--- src/rtl/vmm_pkg.sv ---
// ============================================================================
// Module      : vmm_pkg
// Description : Shared definitions for the VMM engine, the result BCD
//               converter and the display top: default datapath widths and
//               the result-converter state encoding.
// Revision    : 1.0 - initial release
// ============================================================================
`default_nettype none

package vmm_pkg;

  // Default widths shared by the VMM, the BCD converter and the display top.
  localparam int VMM_W  = 8;   // binary result width
  localparam int VMM_D  = 3;   // BCD digits; 10**VMM_D must exceed 2**VMM_W
  localparam int VMM_IW = 5;   // row/column index width

  // Result converter states.
  typedef enum logic [1:0] {
    IDLE     = 2'd0,  // wait for a new result
    SHIFT    = 2'd1,  // run the shift-add-3 loop
    PUBLISH  = 2'd2,  // update the published outputs
    WAIT_LOW = 2'd3   // wait for upstream to release next_i
  } bcd_state_t;

endpackage : vmm_pkg

`default_nettype wire

--- src/rtl/vmm_result_bcd_if.sv ---
// ============================================================================
// Module      : vmm_result_bcd_if
// Description : Handshake and result bus between the VMM engine (master) and
//               the result BCD converter (slave).
//   Master drives : next_i, val_i[W], i_i[IW], j_i[IW]
//   Slave drives  : done_o, busy_o, valid_o, bcd_o[4*D], sign_o,
//                   i_o[IW], j_o[IW]
// Revision    : 1.0 - initial release
// ============================================================================
`default_nettype none

interface vmm_result_bcd_if
  import vmm_pkg::*;
#(
  parameter int W  = VMM_W,
  parameter int D  = VMM_D,
  parameter int IW = VMM_IW
);

  // Upstream request side
  logic            next_i;   // result valid, level, held until done_o
  logic [W-1:0]    val_i;    // binary result (vmm_out)
  logic [IW-1:0]   i_i;      // row index
  logic [IW-1:0]   j_i;      // column index

  // Converter response side
  logic            done_o;   // one-cycle completion pulse
  logic            busy_o;   // conversion in progress
  logic            valid_o;  // at least one result published
  logic [4*D-1:0]  bcd_o;    // packed BCD, digit 0 in [3:0]
  logic            sign_o;   // sign of the published value
  logic [IW-1:0]   i_o;      // published row index
  logic [IW-1:0]   j_o;      // published column index

  modport master (
    output next_i, val_i, i_i, j_i,
    input  done_o, busy_o, valid_o, bcd_o, sign_o, i_o, j_o
  );

  modport slave (
    input  next_i, val_i, i_i, j_i,
    output done_o, busy_o, valid_o, bcd_o, sign_o, i_o, j_o
  );

endinterface : vmm_result_bcd_if

`default_nettype wire

--- src/rtl/bcd_digit_adj.sv ---
// ============================================================================
// Module      : bcd_digit_adj
// Description : Single-digit double-dabble adjust. Adds 3 to a BCD digit
//               that is 5 or more so that the following left shift carries
//               correctly into the next decimal digit.
//   i_digit [3:0] : scratch digit before adjust
//   o_digit [3:0] : adjusted digit
// Revision    : 1.0 - initial release
// ============================================================================
`default_nettype none

module bcd_digit_adj (
  input  wire logic [3:0] i_digit,
  output logic      [3:0] o_digit
);

  // Digits never exceed 9 before adjust, so the sum fits in 4 bits.
  assign o_digit = (i_digit >= 4'd5) ? (i_digit + 4'd3) : i_digit;

endmodule : bcd_digit_adj

`default_nettype wire

--- src/rtl/vmm_result_bcd.sv ---
// ============================================================================
// Module      : vmm_result_bcd
// Description : Result latch and sequential binary-to-BCD converter placed
//               after the VMM engine. Captures one result with its indices,
//               converts it with W shift-add-3 cycles, publishes it for the
//               display path and returns a one-cycle done pulse.
//   vmm_clk : block clock (divided design clock shared with the VMM)
//   rst_    : asynchronous active-low reset
//   bus     : vmm_result_bcd_if.slave
//             in  next_i, val_i[W], i_i[IW], j_i[IW]
//             out done_o, busy_o, valid_o, bcd_o[4*D], sign_o, i_o, j_o
// Build option : VMM_BCD_SIGNED_EN - treat val_i as two's complement,
//                convert the magnitude and publish the sign on sign_o.
//                Undefined: val_i unsigned and sign_o tied to 0.
// Revision    : 1.0 - initial release
// ============================================================================
`default_nettype none

module vmm_result_bcd
  import vmm_pkg::*;
#(
  parameter int W  = VMM_W,
  parameter int D  = VMM_D,
  parameter int IW = VMM_IW
) (
  input  wire logic        vmm_clk,
  input  wire logic        rst_,
  vmm_result_bcd_if.slave  bus
);

  // Shift counter must hold the value W.
  localparam int CNT_W = $clog2(W + 1);
  localparam int BCD_W = 4 * D;

  // --------------------------------------------------------------------------
  // State and working registers
  // --------------------------------------------------------------------------
  bcd_state_t         r_state;
  bcd_state_t         w_state_nxt;

  logic [W-1:0]       r_bin;      // binary value being shifted out
  logic [BCD_W-1:0]   r_scr;      // BCD scratch being built
  logic [CNT_W-1:0]   r_cnt;      // remaining shift cycles
  logic [IW-1:0]      r_i_lat;
  logic [IW-1:0]      r_j_lat;

  // Published outputs
  logic               r_done;
  logic               r_valid;
  logic [BCD_W-1:0]   r_bcd;
  logic [IW-1:0]      r_i_pub;
  logic [IW-1:0]      r_j_pub;

  // FSM decode strobes
  logic               w_load;
  logic               w_shift;
  logic               w_publish;

  // Datapath wires
  logic [W-1:0]       w_mag;
  logic [BCD_W-1:0]   w_scr_adj;
  logic [BCD_W+W-1:0] w_shifted;

  // --------------------------------------------------------------------------
  // Input magnitude and sign
  // --------------------------------------------------------------------------
`ifdef VMM_BCD_SIGNED_EN
  logic w_neg;
  logic r_sign_lat;
  logic r_sign_pub;

  // Two's complement negate; the most negative value maps onto itself,
  // which read as unsigned is exactly its magnitude (e.g. -128 -> 128).
  assign w_neg = bus.val_i[W-1];
  assign w_mag = w_neg ? (~bus.val_i + W'(1)) : bus.val_i;
`else
  assign w_mag = bus.val_i;
`endif

  // --------------------------------------------------------------------------
  // Per-digit add-3 adjust, no carry between digits
  // --------------------------------------------------------------------------
  for (genvar g = 0; g < D; g++) begin : g_digit
    bcd_digit_adj u_adj (
      .i_digit (r_scr[4*g +: 4]),
      .o_digit (w_scr_adj[4*g +: 4])
    );
  end

  // Adjust first, then shift {scratch, bin} left by one.
  assign w_shifted = {w_scr_adj, r_bin} << 1;

  // --------------------------------------------------------------------------
  // FSM: state register
  // --------------------------------------------------------------------------
  always_ff @(posedge vmm_clk or negedge rst_) begin
    if (!rst_) begin
      r_state <= IDLE;
    end else begin
      r_state <= w_state_nxt;
    end
  end

  // --------------------------------------------------------------------------
  // FSM: next state and decode strobes
  // --------------------------------------------------------------------------
  always_comb begin
    w_state_nxt = r_state;
    w_load      = 1'b0;
    w_shift     = 1'b0;
    w_publish   = 1'b0;
    case (r_state)
      IDLE: begin
        if (bus.next_i) begin
          w_load      = 1'b1;
          w_state_nxt = SHIFT;
        end
      end
      SHIFT: begin
        w_shift = 1'b1;
        // The shift performed this cycle is the last one.
        if (r_cnt == CNT_W'(1)) begin
          w_state_nxt = PUBLISH;
        end
      end
      PUBLISH: begin
        w_publish   = 1'b1;
        w_state_nxt = WAIT_LOW;
      end
      WAIT_LOW: begin
        // A level still held after done must not start a second conversion.
        if (!bus.next_i) begin
          w_state_nxt = IDLE;
        end
      end
      default: begin
        w_state_nxt = IDLE;
      end
    endcase
  end

  // --------------------------------------------------------------------------
  // Working registers: capture and shift
  // --------------------------------------------------------------------------
  always_ff @(posedge vmm_clk or negedge rst_) begin
    if (!rst_) begin
      r_bin   <= '0;
      r_scr   <= '0;
      r_cnt   <= '0;
      r_i_lat <= '0;
      r_j_lat <= '0;
    end else if (w_load) begin
      r_bin   <= w_mag;
      r_scr   <= '0;
      r_cnt   <= CNT_W'(W);
      r_i_lat <= bus.i_i;
      r_j_lat <= bus.j_i;
    end else if (w_shift) begin
      {r_scr, r_bin} <= w_shifted;
      r_cnt          <= r_cnt - CNT_W'(1);
    end
  end

  // --------------------------------------------------------------------------
  // Published outputs: change only in PUBLISH so the display never sees a
  // partially converted value.
  // --------------------------------------------------------------------------
  always_ff @(posedge vmm_clk or negedge rst_) begin
    if (!rst_) begin
      r_done  <= 1'b0;
      r_valid <= 1'b0;
      r_bcd   <= '0;
      r_i_pub <= '0;
      r_j_pub <= '0;
    end else begin
      r_done <= w_publish;
      if (w_publish) begin
        r_valid <= 1'b1;
        r_bcd   <= r_scr;
        r_i_pub <= r_i_lat;
        r_j_pub <= r_j_lat;
      end
    end
  end

`ifdef VMM_BCD_SIGNED_EN
  always_ff @(posedge vmm_clk or negedge rst_) begin
    if (!rst_) begin
      r_sign_lat <= 1'b0;
      r_sign_pub <= 1'b0;
    end else begin
      if (w_load) begin
        r_sign_lat <= w_neg;
      end
      if (w_publish) begin
        r_sign_pub <= r_sign_lat;
      end
    end
  end

  assign bus.sign_o = r_sign_pub;
`else
  assign bus.sign_o = 1'b0;
`endif

  // --------------------------------------------------------------------------
  // Output drive
  // --------------------------------------------------------------------------
  // Busy covers the shift cycles and the publish cycle, dropping on the
  // same edge that raises done.
  assign bus.busy_o  = (r_state == SHIFT) || (r_state == PUBLISH);
  assign bus.done_o  = r_done;
  assign bus.valid_o = r_valid;
  assign bus.bcd_o   = r_bcd;
  assign bus.i_o     = r_i_pub;
  assign bus.j_o     = r_j_pub;

endmodule : vmm_result_bcd

`default_nettype wire

--- src/flat_wrapper.sv ---
// flat-port wrapper written by rule: the top's interface ports become plain ports
module vmm_result_bcd_flat import vmm_pkg::*;
#(
  parameter int W  = VMM_W,
  parameter int D  = VMM_D,
  parameter int IW = VMM_IW
)
  (vmm_clk, rst_, bus_next_i, bus_val_i, bus_i_i, bus_j_i, bus_done_o, bus_busy_o, bus_valid_o, bus_bcd_o, bus_sign_o, bus_i_o, bus_j_o);
  vmm_result_bcd_if #(.W(W), .D(D), .IW(IW)) bus_i ();
  input  wire logic vmm_clk;
  input  wire logic rst_;
  input wire logic [$bits(bus_i.next_i)-1:0] bus_next_i;
  input wire logic [$bits(bus_i.val_i)-1:0] bus_val_i;
  input wire logic [$bits(bus_i.i_i)-1:0] bus_i_i;
  input wire logic [$bits(bus_i.j_i)-1:0] bus_j_i;
  output wire logic [$bits(bus_i.done_o)-1:0] bus_done_o;
  output wire logic [$bits(bus_i.busy_o)-1:0] bus_busy_o;
  output wire logic [$bits(bus_i.valid_o)-1:0] bus_valid_o;
  output wire logic [$bits(bus_i.bcd_o)-1:0] bus_bcd_o;
  output wire logic [$bits(bus_i.sign_o)-1:0] bus_sign_o;
  output wire logic [$bits(bus_i.i_o)-1:0] bus_i_o;
  output wire logic [$bits(bus_i.j_o)-1:0] bus_j_o;
  assign bus_i.next_i = bus_next_i;
  assign bus_i.val_i = bus_val_i;
  assign bus_i.i_i = bus_i_i;
  assign bus_i.j_i = bus_j_i;
  assign bus_done_o = bus_i.done_o;
  assign bus_busy_o = bus_i.busy_o;
  assign bus_valid_o = bus_i.valid_o;
  assign bus_bcd_o = bus_i.bcd_o;
  assign bus_sign_o = bus_i.sign_o;
  assign bus_i_o = bus_i.i_o;
  assign bus_j_o = bus_i.j_o;
  vmm_result_bcd #(.W(W), .D(D), .IW(IW)) u_core (.vmm_clk(vmm_clk), .rst_(rst_), .bus(bus_i));
endmodule
--- config.mk ---
export PLATFORM = sky130hd
export DESIGN_NAME = vmm_result_bcd_flat
export DESIGN_NICKNAME = d
export VERILOG_FILES = /design/src/rtl/vmm_pkg.sv /design/src/rtl/vmm_result_bcd_if.sv /design/src/rtl/bcd_digit_adj.sv /design/src/rtl/vmm_result_bcd.sv /design/src/flat_wrapper.sv
export SDC_FILE = /design/constraint.sdc
export NUM_CORES = 1
export LEC_CHECK = 0
export BUFFER_PORTS_ARGS = -buffer_cell sky130_fd_sc_hd__buf_4
export CORE_MARGIN = 3
export CORE_UTILIZATION = 55
export CTS_BUF_LIST = sky130_fd_sc_hd__clkbuf_8
export DETAILED_ROUTE_END_ITERATION = 10
export PLACE_DENSITY = 0.85
export SKIP_LAST_GASP = 1
export SYNTH_ARGS = -nofsm -noshare
export SYNTH_HDL_FRONTEND = slang
export SYNTH_SLANG_ARGS = --single-unit
--- constraint.sdc ---
create_clock -name vmm_clk -period 2.2 [get_ports vmm_clk]
set_input_delay 0.33 -clock vmm_clk [delete_from_list [all_inputs] [get_ports vmm_clk]]
set_output_delay 0.33 -clock vmm_clk [all_outputs]
set_load 0.01 [all_outputs]
==> summary.md, run 1 <==
| Metric | Value |
|---|---|
| I/O pins | 47 |
| PortBufs | between 40 and 50 |
| CP Launch Type | flop |
| Gate power share | 0.419 |
| RR Endpoint | u_core.r_scr[8] |
| Post-CTS resize count | 0 |
| Tot GR Track Use | 0.195 |
| Area of the die | 5800 um2 |
| Period minus WS final | 1.77 ns |
| Sequential power share | 0.391 |
| Synth Instances | 248 |
| Clk_lat worst skew | 0.33 ns |
| Filler Cell Count | around 310 |
| Sw Share | 0.359 |
| Cell Area, Synth | 2710 um2 |
| Pint | between 0.003 and 0.004 W |
| Synth Register Bits | 60 |
| Post-DP HPWL | 3.28 mm |
| Simple-gate portion of the synthesized area | 0.135 |
| Synth Flop Type | dfrtp_1 |
| Initial antenna violation count | 0 |
| DIE WIDTH | approximately 76 um |
| Final Instance Count excl. Fillers | 365 |
| GR Overflow Total | 0 |
| Die height | 76.1 um |
| DR iter-0 viols | between 100 and 150 |
| Top fanout value on the critical path | 21 |
| Clk sink count | 60 |
| Top delay family on crit path | simple AND/OR/NAND/NOR gates |
| Placed insts | roughly 350 |
| Worst Reg-to-Reg Cells | 5 |
| Yosys cell types | 31 |
| Area Growth Syn to Fin | 21.7% |
| R2R Path Start | u_core.r_state[0] |
| First-pass GRT wire length | 8.94 mm |
| Clock transition at the registers of the reported paths | 0.07 ns |
| Inserted Diodes | 0 |
| Clk pwr share | 0.190 |
| Syn_nets | 282 |
| Static Leak | 1.62 nW |
| CP peak stage delay | 0.56 ns |
| Max H-tree Level | 3 |
| Compound-Gate Fraction of Synth Area | 0.0611 |
| Critical Path, Cell by Cell | inv_1 > ha_1 > nand2_1 > o21ai_0 > a21oi_1 |
| Final Hold Fails | 0 |
| Clock Path Buffers | 2 |
| Total core area | 4530 um2 |
| Starting Density | 0.597 |
| Nature of the critical path endpoint | flop |
| Outcome | finished, final reports clean |
| Max Clk Rate | 566 MHz |
| Pins Over Slew Limit | 0 |
| Area share of xor/xnor cells in the synthesized design | 0.0130 |
| Worst slew margin | 0.497 |
| RSZ-0062 raised after global routing | false |
| Mux cell area share after synthesis | 0.137 |
| Mean Syn Cell Area | around 11 um2 |
| TritonRoute pass-1 iters | 4 |
| Net Switching | 0.00181 W |
| CP max-delay cell | nand2_1 |
| Clock skew | 0.0132 ns |
| Via density per instance | 5.30 |
| Vias in the first global route | between 2000 and 2500 |
| Fraction of final layout cells sized beyond drive strength 1 | 0.300 |
| Routability cong. | 0.721 |
| R2R setup slack | approximately 0.43 ns |
| CP Class | reg2reg |
| Post-synthesis adder-cell area fraction | 0.0601 |
| Peak supply drop | 787 uV |
| CTS tree | done |
| Post-synthesis async set-or-reset flop share | 1.00 |
| Post-synth EDFFs | 0 |
| Worst Max-Slew Pin Slew | 0.752 ns |
| # hold bufs at CTS | 0 |
| FP Rows | 24 |
| CP bufs+invs | 1 |
| Clk Tree Root Cell | clkbuf_8 |
| Setup Buffers After CTS | 0 |
| Fin crit share | 0.803 |
| # DRC | 0 |
| Antenna-violating nets left | 0 |
| Avg WL per Cell | 14.1 um |
| YS warnings | 0 |
| Final wirelength | 5.15 mm |
| Arrival @ worst endpoint | approximately 2.0 ns |
| Max-cap viol count | 0 |
| Req. time, crit path | roughly 2.4 ns |
| Main combinational cell family by area after synthesis | multiplexers |
| Power density cells | between 1500 and 2000 nW/um2 |
| Power Total | just over 0.005 W |
| Largest net degree at the start of global routing | 61 |
| Setup-failing EPs final | 0 |
| Hold crit path type | in2async |
| CTS Buf Count | 9 |
| Sequential cell area fraction in the yosys report | 0.555 |
| Setup TNS | 0 ns |
| Vias | 1936 |
| Final nets | ~330 |
[cell families after synthesis]
group	Yosys count
and+or+nand+nor	81
DFF	60
muxes	34
AOI/OAI and AO/OA	31
buffers and inverters	24
adders and majority gates	13
xor gates and xnor gates	4
other	1
[worst register-to-register path, stage by stage, from the launching register on]
cell	delay, ns
dfrtp_1	0.37
inv_1	0.09
ha_1	0.22
nand2_1	0.56
o21ai_0	0.25
a21oi_1	0.19
[layout make-up]
type | instances | area [um2] | share of cell area
clock buffer | 10 | 138 | 0.0418
clock inverter | 6 | 56.3 | 0.0171
timing repair buffer | 50 | 375 | 0.114
multi-input combinational | 164 | 1100 | 0.335
sequential | 60 | 1500 | 0.456
tap | 65 | 81.3 | 0.0247
inverter | 10 | 37.5 | 0.0114
[worst max path at each step]
stage                       from           endpoint  slack [ns]  cells after the start
6_report       u_core.r_state[0]    u_core.r_scr[8]        0.43                      5
4_1_cts        u_core.r_state[0]    u_core.r_bin[3]        0.43                      5
3_3_place_gp   u_core.r_state[0]    u_core.r_bin[2]        0.56                      5
3_5_place_dp   u_core.r_state[0]    u_core.r_bin[3]        0.47                      5
5_1_grt        u_core.r_state[1]    u_core.r_scr[5]        0.28                      5
2_1_floorplan  u_core.r_state[0]  u_core.r_state[1]        0.63                      5
[placed cells by master, fill, tap and decap left out, types with 10 or more instances in the layout]
| master | count |
|---|---|
| a21oi_1 | 10 |
| buf_4 | 50 |
| clkbuf_8 | 10 |
| dfrtp_1 | 60 |
| ha_1 | 13 |
| inv_1 | 12 |
| mux2_2 | 25 |
| nand2_1 | 49 |
| o21ai_0 | 18 |
[flip-flops by register name, indices dropped and copies added (netlist names)]
register,count
u_core.bus.bcd_o,12
u_core.r_bin,8
u_core.r_i_lat,5
u_core.bus.j_o,5
u_core.bus.valid_o,1
u_core.r_scr,12
u_core.r_state,2
u_core.bus.done_o,1
u_core.r_j_lat,5
u_core.bus.i_o,5
u_core.r_cnt,4
[power by group through the flow]
stage / combinational [W] / clock [W] / sequential [W]
detailed placement: 0.00211 / 0 / 0.00198
floorplan: 0.00138 / 0 / 0.00198
finish: 0.00211 / 0.000957 / 0.00197
global route: 0.00237 / 0.00104 / 0.00202
global placement: 0.00202 / 0 / 0.00195
CTS: 0.00214 / 0.000972 / 0.00196
[Yosys cell counts (3+ instances only)]
cell type | count | area [um2]
ha_1 | 13 | 163
nand2_1 | 49 | 184
nor2_1 | 9 | 33.8
nand2b_1 | 3 | 18.8
a21oi_1 | 10 | 50.1
nor3_1 | 3 | 15.0
mux2i_1 | 9 | 90.1
mux2_2 | 25 | 282
dfrtp_1 | 60 | 1500
and3_1 | 3 | 18.8
nand3b_1 | 3 | 22.5
o21ai_0 | 18 | 90.1
clkbuf_1 | 6 | 22.5
nand3_1 | 4 | 20.0
inv_1 | 10 | 37.5
buf_2 | 6 | 30.0
[metal layers]
metal | routed length, um | GRT usage | up-vias | part of all wire
li1 | - | - | 921 | -
met3 | 233 | 0.0532 | 11 | 0.045
met1 | 2040 | 0.202 | 961 | 0.40
met5 | 0 | 0 | - | 0
met4 | 122 | 0.109 | 0 | 0.024
met2 | 2760 | 0.355 | 43 | 0.54
[through the flow]
stage / instance area (um2) / utilization / setup WS [ns] / hold slack [ns]
finish: 3290 / 0.726 / 0.433 / 0.0604
global route: 3290 / 0.726 / 0.281 / 0.117
CTS: 3290 / 0.726 / 0.426 / 0.0809
detailed placement: 3100 / 0.683 / 0.473 / 0.439
global placement: 3100 / 0.683 / 0.562 / 0.441
floorplan: 2710 / - / 0.634 / 0.0344
Power figures use the tool's default switching activity.
==> run 2: changes to the inputs <==
==> constraint.sdc (replaced) <==
create_clock -name vmm_clk -period 1.67 [get_ports vmm_clk]
set_input_delay 0.2505 -clock vmm_clk [delete_from_list [all_inputs] [get_ports vmm_clk]]
set_output_delay 0.2505 -clock vmm_clk [all_outputs]
set_load 0.01 [all_outputs]
==> run 2 against run 1 <==
Compared with the run above:
- power rose by 37%
- die area did not move
- clock skew fell by 0.0026 ns
==> summary.md, run 2 (synthesized netlist as in run 1, its figures left out) <==
| Metric | Value |
|---|---|
| Total core area | 4530 um2 |
| Setup TNS | 0 ns |
| I/O pins | 47 |
| Arrival @ worst endpoint | between 1.5 and 2 ns |
| Vias | 1914 |
| Vias in the first global route | 2072 |
| DR iter-0 viols | 114 |
| DIE WIDTH | 76.1 um |
| Worst Setup SP | u_core.r_scr[1] |
| Outcome | finished, final reports clean |
| Initial antenna violation count | 0 |
| Commonest non-fill, non-tap cell in the layout | dfrtp_1 |
| GR Overflow Total | 0 |
| Final wirelength | slightly above 5 mm |
| Die height | around 76 um |
| Via density per instance | 5.16 |
| FP Rows | 24 |
| Placed insts | 352 |
| Largest net degree at the start of global routing | 35 |
| Max Clk Rate | 625 MHz |
| Clk_lat worst skew | 0.34 ns |
| Clock Path Buffers | 2 |
| Setup-failing EPs final | 0 |
| Hold crit path type | in2reg |
| Clock skew | 0.0106 ns |
| Max-cap viol count | 0 |
| Final core utilization | 0.752 |
| Routability cong. | 0.729 |
| Fraction of final layout cells sized beyond drive strength 1 | 0.333 |
| Post-DP HPWL | 3.33 mm |
| Nature of the critical path endpoint | flop |
| Power density cells | 2020 nW/um2 |
| Power Total | 0.00689 W |
| Area Growth Syn to Fin | 26.1% |
| Req. time, crit path | 1.94 ns |
| Pins Over Slew Limit | 0 |
| Inserted Diodes | 0 |
| Period minus WS final | roughly 1.6 ns |
| PortBufs | between 40 and 50 |
| CTS tree | done |
| Starting Density | 0.597 |
| Area of the die | 5800 um2 |
| Most frequent cells in the layout | dfrtp_1 (59), buf_4 (51), nand2_1 (49) |
| Hold_sp | bus_j_i[0] |
| Top fanout value on the critical path | 4 |
| Tot GR Track Use | 0.199 |
| CP Launch Type | flop |
| Placed cell area | 3160 um2 |
| Peak supply drop | 1070 uV |
| Avg WL per Cell | 13.7 um |
| Fin area | between 3000 and 4000 um2 |
| # DRC | 0 |
| CP Class | reg2reg |
| Clk Tree Root Cell | clkbuf_8 |
| TritonRoute pass-1 iters | 4 |
| First-pass GRT wire length | 9.29 mm |
| Fin crit share | 0.958 |
| Final Hold Fails | 0 |
| Static Leak | 1.67 nW |
| Max H-tree Level | 3 |
| Final Instance Count excl. Fillers | 371 |
| CTS Buf Count | 9 |
| R2R Path Start | u_core.r_scr[1] |
| Final nets | 335 |
| Antenna-violating nets left | 0 |
| Clk sink count | 60 |
| Clock transition at the registers of the reported paths | 0.07 ns |
[run 2: path summary, 6_finish.rpt]
check	end	slack (ns)	cells after the start
max	u_core.r_scr[2]	0.07	6
min	u_core.r_j_lat[0]	0.1	3
max reg2reg	u_core.r_scr[2]	0.07	6
min reg2reg	u_core.bus.valid_o	0.47	1
max in group asynchronous	u_core.r_scr[1]	0.81	3
min in group asynchronous	u_core.bus.bcd_o[5]	0.37	2
[run 2: per-stage QoR]
| step | hold slack [ns] | worst slack, ns |
|---|---|---|
| floorplan | -0.0451 | 0.104 |
| global placement | 0.185 | 0.103 |
| detailed placement | 0.185 | 0.0361 |
| CTS | 0.0913 | 0.0270 |
| global route | 0.0942 | -0.00344 |
| finish | 0.0992 | 0.0710 |
[run 2: area by class of cell]
| cell class | instances | area (um2) |
|---|---|---|
| repair buffers | 56 | 464 |
| clock buffers | 11 | 151 |
| fillers | 301 | 1120 |
| inverters | 10 | 37.5 |
| well taps | 65 | 81.3 |
| multi-input cells | 164 | 1120 |
| clock inverters | 5 | 51.3 |
| flip-flops and latches | 60 | 1500 |
[run 2: layer usage]
| layer | share of wire | GRT usage | vias to the layer above |
|---|---|---|---|
| li1 | - | - | 931 |
| met1 | 0.41 | 0.229 | 931 |
| met2 | 0.53 | 0.349 | 44 |
| met3 | 0.048 | 0.0556 | 8 |
| met4 | 0.015 | 0.0851 | 0 |
| met5 | 0 | 0 | - |
[run 2: what timing repair did]
| action | in CTS | in global routing |
|---|---|---|
| hold buffers | 1 | 0 |
| setup endpoints to repair | 1 | 5 |
| cloned | 0 | 0 |
| endpoints found under the hold margin | 26 | 0 |
| setup buffers | 0 | 2 |
| gates resized for setup | 1 | 6 |
| pin swaps | 0 | 1 |
[run 2: power breakdown]
group / total (W) / leakage (nW) / switching [W] / internal (W)
Clock: 0.00130 / 0.107 / 0.000540 / 0.000759
Combinational: 0.00301 / 0.809 / 0.00145 / 0.00157
Sequential: 0.00258 / 0.751 / 0.000444 / 0.00213
[run 2: critical path, stage by stage (launching register included)]
cell and delay [ns]:
dfrtp_1 0.38, inv_1 0.09, ha_1 0.18, nand2b_1 0.17, a21oi_2 0.21, mux2_2 0.38
a21oi_2 0.13
==> run 3: changes to the inputs <==
--- a/config.mk
+++ b/config.mk
@@ -6,11 +6,11 @@
 export NUM_CORES = 1
 export LEC_CHECK = 0
 export BUFFER_PORTS_ARGS = -buffer_cell sky130_fd_sc_hd__buf_4
-export CORE_MARGIN = 3
 export CORE_UTILIZATION = 55
 export CTS_BUF_LIST = sky130_fd_sc_hd__clkbuf_8
 export DETAILED_ROUTE_END_ITERATION = 10
 export PLACE_DENSITY = 0.85
+export SETUP_SLACK_MARGIN = 0.3
 export SKIP_LAST_GASP = 1
 export SYNTH_ARGS = -nofsm -noshare
 export SYNTH_HDL_FRONTEND = slang
==> run 3 against run 2 <==
Compared with the run above:
- utilization up 8.2 points
- first-iteration DRC count up 43%
- clock-buffer cell count unchanged
- critical path type unchanged
- largest cell class unchanged
- highest routed layer unchanged
==> summary.md, run 3 (synthesized netlist as in run 1, its figures left out) <==
| Metric | Value |
|---|---|
| Arrival @ worst endpoint | 1.80 ns |
| Clk Tree Root Cell | clkbuf_8 |
| Nature of the critical path endpoint | flop |
| Max H-tree Level | 3 |
| Fin crit share | 0.910 |
| Final Instance Count excl. Fillers | 400 |
| Commonest non-fill, non-tap cell in the layout | buf_4 |
| Final Hold Fails | 0 |
| Antenna-violating nets left | 0 |
| Tot GR Track Use | 0.280 |
| Setup TNS | 0 ns |
| Placed cell area | 3200 um2 |
| CTS tree | done |
| Initial antenna violation count | 0 |
| GR Overflow Total | 0 |
| DR iter-0 viols | 163 |
| CP Launch Type | flop |
| Clock transition at the registers of the reported paths | 0.08 ns |
| CP peak stage delay | 0.53 ns |
| CTS Buf Count | 9 |
| Period minus WS final | 1.52 ns |
| Top fanout value on the critical path | 4 |
| FP Rows | 25 |
| First-pass GRT wire length | 10.6 mm |
| Outcome | finished, final reports clean |
| Fin area | 3940 um2 |
| Final Worst Setup Slack | around 0.15 ns |
| Largest net degree at the start of global routing | 34 |
| TritonRoute pass-1 iters | 4 |
| Clk_lat worst skew | 0.35 ns |
| CP bufs+invs | 1 |
| Top delay family on crit path | simple AND/OR/NAND/NOR gates |
| Max Clk Rate | 658 MHz |
| Die height | 72.1 um |
| Setup-failing EPs final | 0 |
| Area of the die | 5200 um2 |
| Avg WL per Cell | about 18 um |
| Routability cong. | 0.823 |
| Vias | 2181 |
| Via density per instance | 5.45 |
| Peak supply drop | between 1000 and 1500 uV |
| Hold crit path type | in2reg |
| Req. time, crit path | 1.95 ns |
| RSZ-0062 raised after global routing | true |
| Final wirelength | 7.21 mm |
| Pins Over Slew Limit | 0 |
| Final nets | roughly 360 |
| Max-cap viol count | 0 |
| Total core area | about 4700 um2 |
| CP Class | reg2reg |
| Area Growth Syn to Fin | 45.7% |
| PortBufs | 45 |
| Final hold slack | just under 0.09 ns |
| Vias in the first global route | 2142 |
| Most frequent cells in the layout | buf_4 (65), dfrtp_1 (59), nand2_1 (45) |
| Clock Path Buffers | 2 |
| CP max-delay cell | or4b_1 |
| Clk sink count | 60 |
| Clock skew | between 0.01 and 0.015 ns |
| Fraction of final layout cells sized beyond drive strength 1 | 0.505 |
| Power density cells | 2190 nW/um2 |
| Critical Path, Cell by Cell | inv_2 > ha_4 > and2_1 > or4b_1 > nand3_1 |
| I/O pins | 47 |
| Inserted Diodes | 0 |
| # DRC | 0 |
| Placed insts | 353 |
| DIE WIDTH | 72.1 um |
| Starting Density | 0.573 |
| Pre-CTS WS | 0.119 ns |
| Static Leak | 1.87 nW |
| Post-DP HPWL | 3.31 mm |
==> run 3: worst reg2reg max path: stages, from the launching register on <==
cell,delay (ns)
dfrtp_1,0.40
inv_2,0.09
ha_4,0.18
and2_1,0.18
or4b_1,0.53
nand3_1,0.08
==> run 3: path summary, 6_finish.rpt <==
path | startpoint | end | slack, ns | cells past startpoint
setup / recovery | u_core.r_state[1] | u_core.r_scr[6] | 0.15 | 5
hold / removal | bus_i_i[2] | u_core.r_i_lat[2] | 0.09 | 3
setup reg to reg | u_core.r_state[1] | u_core.r_scr[6] | 0.15 | 5
hold reg to reg | u_core.bus.valid_o | u_core.bus.valid_o | 0.48 | 1
max in group asynchronous | rst_ | u_core.r_scr[0] | 0.78 | 3
min in group asynchronous | rst_ | u_core.bus.i_o[2] | 0.38 | 2
==> run 3: stage by stage <==
stage	total power (W)	util
floorplan	0.00470	-
global placement	0.00549	0.678
detailed placement	0.00568	0.678
CTS	0.00799	0.804
global route	0.00906	0.834
finish	0.00862	0.834
==> run 3: layer usage <==
metal | global-route usage | routed length [um] | vias up
li1 | - | - | 992
met1 | 0.329 | 2890 | 1084
met2 | 0.474 | 3680 | 77
met3 | 0.0542 | 350 | 28
met4 | 0.172 | 282 | 0
met5 | 0 | 0 | -
==> run 3: final cells by class <==
| class | instances | area (um2) |
|---|---|---|
| well taps | 67 | 83.8 |
| clock inverters | 5 | 36.3 |
| repair buffers | 83 | 769 |
| fillers | 216 | 782 |
| inverters | 10 | 37.5 |
| multi-input cells | 164 | 1360 |
| flip-flops and latches | 60 | 1500 |
| clock buffers | 11 | 151 |
==> run 3: repair_timing <==
| action | 4_1_cts | 5_1_grt |
|---|---|---|
| pin swaps | 12 | 12 |
| endpoints found under the setup margin | 57 | 58 |
| cloned | 2 | 0 |
| gates resized for setup | 38 | 27 |
| buffers inserted | 20 | 8 |
| endpoints found under the hold margin | 31 | 0 |
| hold buffers | 1 | 0 |
==> run 3: power by group <==
| group | switching [W] | internal, W | total [W] |
|---|---|---|---|
| Combinational | 0.00211 | 0.00261 | 0.00472 |
| Sequential | 0.000558 | 0.00213 | 0.00269 |
| Clock | 0.000599 | 0.000618 | 0.00122 |
